[config.mk]
export PLATFORM = sky130hd
export DESIGN_NAME = uart_rx
export DESIGN_NICKNAME = d
export VERILOG_FILES = /design/src/rtl/data_types_pkg.sv /design/src/rtl/uart_baud_gen.sv /design/src/rtl/uart_rx.sv
export SDC_FILE = /design/constraint.sdc
export NUM_CORES = 1
export LEC_CHECK = 0
export CELL_PAD_IN_SITES_DETAIL_PLACEMENT = 2
export CELL_PAD_IN_SITES_GLOBAL_PLACEMENT = 2
export CORE_ASPECT_RATIO = 1.2
export CORE_MARGIN = 5
export CORE_UTILIZATION = 36
export CTS_CLUSTER_DIAMETER = 30
export DETAILED_ROUTE_END_ITERATION = 10
export GPL_TIMING_DRIVEN = 0
export PLACE_DENSITY_LB_ADDON = 0.3
export SETUP_SLACK_MARGIN = 0.3
export SLEW_MARGIN = 20
export SYNTH_ARGS = -nofsm -noshare
export SYNTH_HDL_FRONTEND = slang
export SYNTH_SLANG_ARGS = --single-unit
[constraint.sdc]
create_clock -name uart_clk -period 3.4 [get_ports uart_clk]
set_input_delay 0.34 -clock uart_clk [delete_from_list [all_inputs] [get_ports uart_clk]]
set_output_delay 0.34 -clock uart_clk [all_outputs]
set_load 0.05 [all_outputs]
[src/rtl/data_types_pkg.sv]
// Shared UART types: receiver state encoding, parity-mode constants and a sampling helper.
package data_types_pkg;

  typedef enum logic [2:0] {
    RxIdle,
    RxStart,
    RxData,
    RxParity,
    RxStop,
    RxWaitIdle
  } rx_state_t;

  localparam logic ParityEven = 1'b0;
  localparam logic ParityOdd  = 1'b1;

  function automatic logic majority3(input logic a, input logic b, input logic c);
    return (a & b) | (a & c) | (b & c);
  endfunction

endpackage

[src/rtl/uart_baud_gen.sv]
// Oversampling tick generator: one tick every baud_div+1 clocks, restartable via clear.
module uart_baud_gen (
  input  logic        uart_clk,
  input  logic        uart_rst_n,
  input  logic        clear,
  input  logic [15:0] baud_div,
  output logic        tick
);

  logic [15:0] cnt_q, cnt_d;

  // >= keeps the period bounded if baud_div shrinks below the running count
  assign tick = (cnt_q >= baud_div);

  always_comb begin
    cnt_d = cnt_q + 16'd1;
    if (clear || tick) begin
      cnt_d = '0;
    end
  end

  always_ff @(posedge uart_clk or negedge uart_rst_n) begin
    if (!uart_rst_n) begin
      cnt_q <= '0;
    end else begin
      cnt_q <= cnt_d;
    end
  end

endmodule

[src/rtl/uart_rx.sv]
// UART receiver: synchronized input, oversampled majority-vote bit recovery and a
// single-entry holding register with ready/valid handshake and overrun reporting.
module uart_rx
  import data_types_pkg::*;
#(
  parameter int unsigned DATA_BITS   = 8,
  parameter int unsigned OVERSAMPLE  = 16,
  parameter int unsigned SYNC_STAGES = 2
) (
  input  logic                 uart_clk,
  input  logic                 uart_rst_n,
  input  logic                 rx,
  input  logic [15:0]          baud_div,
  input  logic                 parity_en,
  input  logic                 parity_odd,
  output logic [DATA_BITS-1:0] rx_data,
  output logic                 rx_valid,
  input  logic                 rx_ready,
  output logic                 frame_err,
  output logic                 parity_err,
  output logic                 overrun,
  output logic                 busy
);

  localparam int unsigned CntW = $clog2(OVERSAMPLE);
  localparam int unsigned BitW = (DATA_BITS > 1) ? $clog2(DATA_BITS) : 1;
  localparam logic [CntW-1:0] SampA   = CntW'(OVERSAMPLE / 2 - 1);
  localparam logic [CntW-1:0] SampB   = CntW'(OVERSAMPLE / 2);
  localparam logic [CntW-1:0] SampC   = CntW'(OVERSAMPLE / 2 + 1);
  localparam logic [BitW-1:0] LastBit = BitW'(DATA_BITS - 1);

  // Input synchronizer; fill_q marks stages that hold real line samples, so the
  // reset value of 1 can never masquerade as a high-to-low edge after reset.
  logic [SYNC_STAGES-1:0] sync_q, sync_d, fill_q, fill_d;
  logic                   rx_sync, sync_full, line_high_q;

  if (SYNC_STAGES > 1) begin : g_sync_multi
    assign sync_d = {sync_q[SYNC_STAGES-2:0], rx};
    assign fill_d = {fill_q[SYNC_STAGES-2:0], 1'b1};
  end else begin : g_sync_single
    assign sync_d = rx;
    assign fill_d = 1'b1;
  end

  assign rx_sync   = sync_q[SYNC_STAGES-1];
  assign sync_full = fill_q[SYNC_STAGES-1];

  always_ff @(posedge uart_clk or negedge uart_rst_n) begin
    if (!uart_rst_n) begin
      sync_q      <= '1;
      fill_q      <= '0;
      line_high_q <= 1'b0;
    end else begin
      sync_q      <= sync_d;
      fill_q      <= fill_d;
      line_high_q <= sync_full & rx_sync;
    end
  end

  logic tick, baud_clear;

  uart_baud_gen u_baud_gen (
    .uart_clk   (uart_clk),
    .uart_rst_n (uart_rst_n),
    .clear      (baud_clear),
    .baud_div   (baud_div),
    .tick       (tick)
  );

  rx_state_t            state_q, state_d;
  logic [CntW-1:0]      cnt_q, cnt_d;
  logic [BitW-1:0]      bit_cnt_q, bit_cnt_d;
  logic [DATA_BITS-1:0] shift_q, shift_d;
  logic                 s_a_q, s_a_d, s_b_q, s_b_d;
  logic                 armed_q, armed_d;
  logic                 perr_q, perr_d;
  logic                 start_det, bit_done, bit_val, complete, par_sum;

  assign start_det = line_high_q & sync_full & ~rx_sync;
  // armed_q is set only by a tick-A sample inside a bit window, so the partial
  // window between start validation and the first data bit never decides a bit.
  assign bit_done  = tick & (cnt_q == SampC) & armed_q;
  assign bit_val   = majority3(s_a_q, s_b_q, rx_sync);
  assign par_sum   = (^shift_q) ^ bit_val;
  assign busy      = (state_q != RxIdle);

  always_comb begin
    state_d    = state_q;
    cnt_d      = tick ? cnt_q + 1'b1 : cnt_q;
    bit_cnt_d  = bit_cnt_q;
    shift_d    = shift_q;
    s_a_d      = s_a_q;
    s_b_d      = s_b_q;
    armed_d    = armed_q;
    perr_d     = perr_q;
    baud_clear = 1'b0;
    complete   = 1'b0;

    if (state_q == RxData || state_q == RxParity || state_q == RxStop) begin
      if (tick && cnt_q == SampA) begin
        s_a_d   = rx_sync;
        armed_d = 1'b1;
      end
      if (tick && cnt_q == SampB) begin
        s_b_d = rx_sync;
      end
      if (bit_done) begin
        armed_d = 1'b0;
      end
    end

    unique case (state_q)
      RxIdle: begin
        if (start_det) begin
          state_d    = RxStart;
          baud_clear = 1'b1;
          cnt_d      = '0;
          bit_cnt_d  = '0;
          armed_d    = 1'b0;
          perr_d     = 1'b0;
        end
      end
      RxStart: begin
        if (tick && cnt_q == SampA) begin
          if (rx_sync) begin
            state_d = RxIdle;
          end else begin
            state_d    = RxData;
            baud_clear = 1'b1;
          end
        end
      end
      RxData: begin
        if (bit_done) begin
          shift_d   = {bit_val, shift_q[DATA_BITS-1:1]};
          bit_cnt_d = bit_cnt_q + 1'b1;
          if (bit_cnt_q == LastBit) begin
            state_d = parity_en ? RxParity : RxStop;
          end
        end
      end
      RxParity: begin
        if (bit_done) begin
          perr_d  = par_sum != (parity_odd ? ParityOdd : ParityEven);
          state_d = RxStop;
        end
      end
      RxStop: begin
        if (bit_done) begin
          complete = 1'b1;
          state_d  = bit_val ? RxIdle : RxWaitIdle;
        end
      end
      RxWaitIdle: begin
        if (rx_sync) begin
          state_d = RxIdle;
        end
      end
      default: state_d = RxIdle;
    endcase
  end

  always_ff @(posedge uart_clk or negedge uart_rst_n) begin
    if (!uart_rst_n) begin
      state_q   <= RxIdle;
      cnt_q     <= '0;
      bit_cnt_q <= '0;
      shift_q   <= '0;
      s_a_q     <= 1'b1;
      s_b_q     <= 1'b1;
      armed_q   <= 1'b0;
      perr_q    <= 1'b0;
    end else begin
      state_q   <= state_d;
      cnt_q     <= cnt_d;
      bit_cnt_q <= bit_cnt_d;
      shift_q   <= shift_d;
      s_a_q     <= s_a_d;
      s_b_q     <= s_b_d;
      armed_q   <= armed_d;
      perr_q    <= perr_d;
    end
  end

  logic [DATA_BITS-1:0] rx_data_q, rx_data_d;
  logic                 rx_valid_q, rx_valid_d;
  logic                 frame_err_q, frame_err_d, parity_err_q, parity_err_d;
  logic                 overrun_q, overrun_d;

  always_comb begin
    rx_data_d    = rx_data_q;
    rx_valid_d   = rx_valid_q;
    frame_err_d  = frame_err_q;
    parity_err_d = parity_err_q;
    overrun_d    = 1'b0;
    if (complete) begin
      // A same-cycle handshake frees the register, so the new frame may land.
      if (!rx_valid_q || rx_ready) begin
        rx_data_d    = shift_q;
        rx_valid_d   = 1'b1;
        frame_err_d  = ~bit_val;
        parity_err_d = perr_q;
      end else begin
        overrun_d = 1'b1;
      end
    end else if (rx_valid_q && rx_ready) begin
      rx_valid_d = 1'b0;
    end
  end

  always_ff @(posedge uart_clk or negedge uart_rst_n) begin
    if (!uart_rst_n) begin
      rx_data_q    <= '0;
      rx_valid_q   <= 1'b0;
      frame_err_q  <= 1'b0;
      parity_err_q <= 1'b0;
      overrun_q    <= 1'b0;
    end else begin
      rx_data_q    <= rx_data_d;
      rx_valid_q   <= rx_valid_d;
      frame_err_q  <= frame_err_d;
      parity_err_q <= parity_err_d;
      overrun_q    <= overrun_d;
    end
  end

  assign rx_data    = rx_data_q;
  assign rx_valid   = rx_valid_q;
  assign frame_err  = frame_err_q;
  assign parity_err = parity_err_q;
  assign overrun    = overrun_q;

endmodule

==> metrics list <==
* Initial cell density of the core: 0.367
- Post-synthesis mux area share: 0.0920
- Type of the most critical hold path: input port to asynchronous set/reset pin
- Number of buffers added to fix hold violations after cts: 0
- During placement, the flow inserted port buffers numbering 34.
* Via/cell ratio: 5.22
- Measured against its own limit, the worst slew margin works out to 0.530.
* Drt first pass iters: 4
- After the first detailed-routing iteration, the DRC count stood at 29.
- Leaving out fill and tap cells, the most frequent cells in the layout are sky130_fd_sc_hd__dfrtp_1, sky130_fd_sc_hd__clkdlybuf4s50_1, sky130_fd_sc_hd__inv_1.
* LEAKAGE: 1.68 nW
- Internal portion of total power: 0.935 mW
* Minimum clock period after layout: 3.00 ns
- For this run, asynchronously set or reset flops after synthesis account for 1.00.
- The longest clock path from root to sink contains 2 buffers.
- For the worst setup path, the data arrival time is 3.19 ns.
- During synthesis, Yosys emitted a total of 0 warnings.
- Total number of vias: 2176
- Share of the cycle needed by the critical path after routing: 0.883
- Antenna-violating nets left: 0
* Final Hold Vio Count: 0
* Fin Clk Skew: 0.00753 ns
- Largest net degree at the start of global routing: 56
* Crit Path Max Fanout: 10
- Measured along the y axis, the die boundary spans 110 um.
* Max Transition Viols Final: 0
- Setup repair after global routing could not meet its margin everywhere.
- Primary FF master, synth: sky130_fd_sc_hd__dfrtp_1
- Required arrival time at the worst endpoint: 3.59 ns
- Setup violations remaining at the end of the flow were counted as 0.
* Post-synthesis share of cell area spent on full adders, half adders and majority gates: 0.0958
* Maximum clock rate: 333 MHz
* Clk pin slew, worst setup/hold paths: 0.10 ns
- Gr usage total: 0.146
- Half-perimeter wire length of the detailed placement result: 5.20 mm
* Sequential fraction of the synthesis area: 0.464
* Power per cell area: 360 mW/mm2
* Post-Syn Nets: 323
- The root buffer cell chosen for the clock tree is sky130_fd_sc_hd__clkbuf_8.
- The first global-routing pass estimated 11.8 mm of wire.
* Number of clock buffers inserted by TritonCTS: 5
- Flip-flop and latch count after synthesis: 55
- The share of total power dissipated in sequential elements is 0.584.
- For this block, the routed nets add up to 6.90 mm of wire.
* WL per Instance: 16.6 um
- At the later pin of the worst-skew pair, clock insertion delay measures 0.30 ns.
- After synthesis, the largest family of logic cells by area is simple AND/OR/NAND/NOR gates.
- Post-synthesis cell count: 279
* Setup Total Neg Slack: 0 ns
* Clock network fraction of total power: 0.271
* Library cell with the largest summed area after synthesis: sky130_fd_sc_hd__dfrtp_1
- Of the total power, the share spent switching nets is 0.267.
- The floorplan step defined a die boundary enclosing 0.0102 mm2.
* # H-tree levels: 2
- STA classifies the critical path endpoint as a register.
- The average instance in the mapped netlist occupies 10.7 um2.
* Slew of the pin with the lowest slew margin: 0.704 ns
- Commonest non-fill, non-tap cell in the layout: sky130_fd_sc_hd__dfrtp_1
- Summing every instance area after synthesis gives 0.00298 mm2.
- The synthesized-area fraction occupied by ao, oa, aoi and oai cells came to 0.0773.
- Measured along the x axis, the die boundary spans 93.0 um.
- Floorplan row count: 36
* Largest cells by area after synthesis: sky130_fd_sc_hd__dfrtp_1, sky130_fd_sc_hd__ha_1, sky130_fd_sc_hd__mux2_2
- The net count of the finished layout is 365.
- Largest voltage drop on the vdd net: 221 uV
- The total overflow left after global routing is 0.
- The via count of the first global-routing pass came to 2443.
- Power spent charging and discharging nets: 0.340 mW
* N_diodes: 0
* Yosys top cell area share: 0.428
- The core region is 0.00811 mm2.
- TritonCTS built the clock tree.
- I/O Pins: 35
* Xor-xnor portion of the synthesized cell area: 0.0706
- DRC Markers: 0
- Final weighted congestion of routability-driven global placement: 0.770
- The worst setup path is launched from an input port.
- Fraction of the mapped netlist area in simple logic gates: 0.155
- Of the total power, combinational logic draws 0.145.
- Number of non-filler instances in the completed layout: 417
* Number of enable-type register cells in the synthesized netlist: 0
- # placed instances: 408
* Worst setup path class: input port to register
- The synthesized netlist contains 53 unique library cells.
- Relative to the synthesized area, the layout overhead comes to 18.8%.
* Fraction of layout instances using a drive strength above 1: 0.130
- The flow ran to the end, and the final reports show no timing, DRC or antenna violations.
* Antenna violations before repair: 0
* Number of max-cap violations: 0
- Counting every sink on the clock net gives 55.
[cells in the mapped netlist, types with 2 or more instances]
| cell | count |
|---|---|
| sky130_fd_sc_hd__dfrtp_1 | 51 |
| sky130_fd_sc_hd__inv_1 | 26 |
| sky130_fd_sc_hd__nor2_1 | 25 |
| sky130_fd_sc_hd__ha_1 | 22 |
| sky130_fd_sc_hd__mux2_2 | 19 |
| sky130_fd_sc_hd__nand2_1 | 19 |
| sky130_fd_sc_hd__xnor2_1 | 15 |
| sky130_fd_sc_hd__xor2_1 | 9 |
| sky130_fd_sc_hd__and3_1 | 7 |
| sky130_fd_sc_hd__nand3_1 | 7 |
| sky130_fd_sc_hd__a21oi_1 | 6 |
| sky130_fd_sc_hd__mux2i_1 | 6 |
| sky130_fd_sc_hd__clkbuf_1 | 4 |
| sky130_fd_sc_hd__dfstp_2 | 4 |
| sky130_fd_sc_hd__nor3_1 | 4 |
| sky130_fd_sc_hd__o21ai_0 | 4 |
| sky130_fd_sc_hd__a21o_1 | 3 |
| sky130_fd_sc_hd__and2_1 | 3 |
| sky130_fd_sc_hd__nand2b_1 | 3 |
| sky130_fd_sc_hd__and4_1 | 2 |
| sky130_fd_sc_hd__buf_2 | 2 |
| sky130_fd_sc_hd__nand3b_1 | 2 |
| sky130_fd_sc_hd__nand4b_1 | 2 |
| sky130_fd_sc_hd__nor2b_1 | 2 |
| sky130_fd_sc_hd__o221a_2 | 2 |
| sky130_fd_sc_hd__o22ai_1 | 2 |
| sky130_fd_sc_hd__or3_1 | 2 |
[power by group through the flow]
stage,sequential [mW],combinational (mW),clock [mW]
final,0.745,0.185,0.345
after floorplan,0.743,0.119,0
after detailed placement,0.760,0.190,0
after global routing,0.754,0.214,0.401
after global placement,0.757,0.173,0
after CTS,0.747,0.193,0.367
[worst paths after layout]
path,depth (start not counted),startpoint,end,slack (ns)
max,11,baud_div[15],rx_data[4],0.40
min,1,uart_rst_n,u_baud_gen.cnt_q[14],0.06
max reg2reg,9,u_baud_gen.cnt_q[13],rx_data[4],0.49
min reg2reg,0,sync_q[0],sync_q[1],0.37
max in group asynchronous,1,uart_rst_n,state_q[1],2.85
min in group uart_clk,0,sync_q[0],sync_q[1],0.37
[what timing repair did]
| item | 4_1_cts | 5_1_grt |
|---|---|---|
| setup buffers | 0 | 1 |
| setup endpoints to repair | 0 | 27 |
| resized for setup | 0 | 2 |
[routing by layer]
metal / GRT usage / up-vias / wire, um
li1: - / 1035 / -
met1: 0.178 / 1099 / 2930
met2: 0.267 / 37 / 3630
met3: 0.0287 / 5 / 290
met4: 0.0283 / 0 / 51
met5: 0 / - / 0
[worst max-delay path, stage by stage]
cell and delay (ns):
sky130_fd_sc_hd__clkdlybuf4s50_1 0.46, sky130_fd_sc_hd__inv_1 0.04, sky130_fd_sc_hd__ha_1 0.29, sky130_fd_sc_hd__and4_1 0.24
sky130_fd_sc_hd__nand2_1 0.11, sky130_fd_sc_hd__a2111oi_1 0.46, sky130_fd_sc_hd__nor3_2 0.14, sky130_fd_sc_hd__buf_2 0.23
sky130_fd_sc_hd__nor4b_2 0.28, sky130_fd_sc_hd__buf_4 0.25, sky130_fd_sc_hd__mux2_2 0.35
[metrics by stage]
step | utilization | area (um2) | power, mW | worst slack, ns | hold WS (ns)
finish | 0.436 | 3540 | 1.28 | 0.397 | 0.0645
detailed placement | 0.424 | 3440 | 0.950 | 0.0390 | 0.354
global route | 0.436 | 3540 | 1.37 | 0.263 | 0.119
floorplan | - | 2980 | 0.862 | 0.950 | 0.0444
CTS | 0.434 | 3520 | 1.31 | 0.347 | 0.106
global placement | 0.424 | 3440 | 0.930 | 0.0762 | 0.333
[logic make-up (layout without fill, tap and decap cells)]
group	count (synthesis)	in the layout
compound gates	31	31
xor+xnor	24	24
fa+ha+maj	23	23
buf+inv	34	77
flops	55	55
mux	25	25
other cells	1	1
simple gates	86	86
[sequential cells by signal, summed over array words and instances, names as in the netlist, 2 cells and up]
signal and count:
cnt_q 4, u_baud_gen.cnt_q 16, bit_cnt_q 3, shift_q 8, sync_q 2, fill_q 2
rx_data 8, state_q 3
[area by class of cell]
type	count	area, um2
Fill cell	864	4570
Multi-Input combinational cell	190	1460
Sequential cell	55	1380
Timing Repair Buffer	35	358
Tap cell	95	119
Inverter	26	97.6
Clock buffer	7	76.3
Buffer	8	37.5
Clock inverter	1	5.00
No activity file was read; power rests on OpenSTA's default activity.
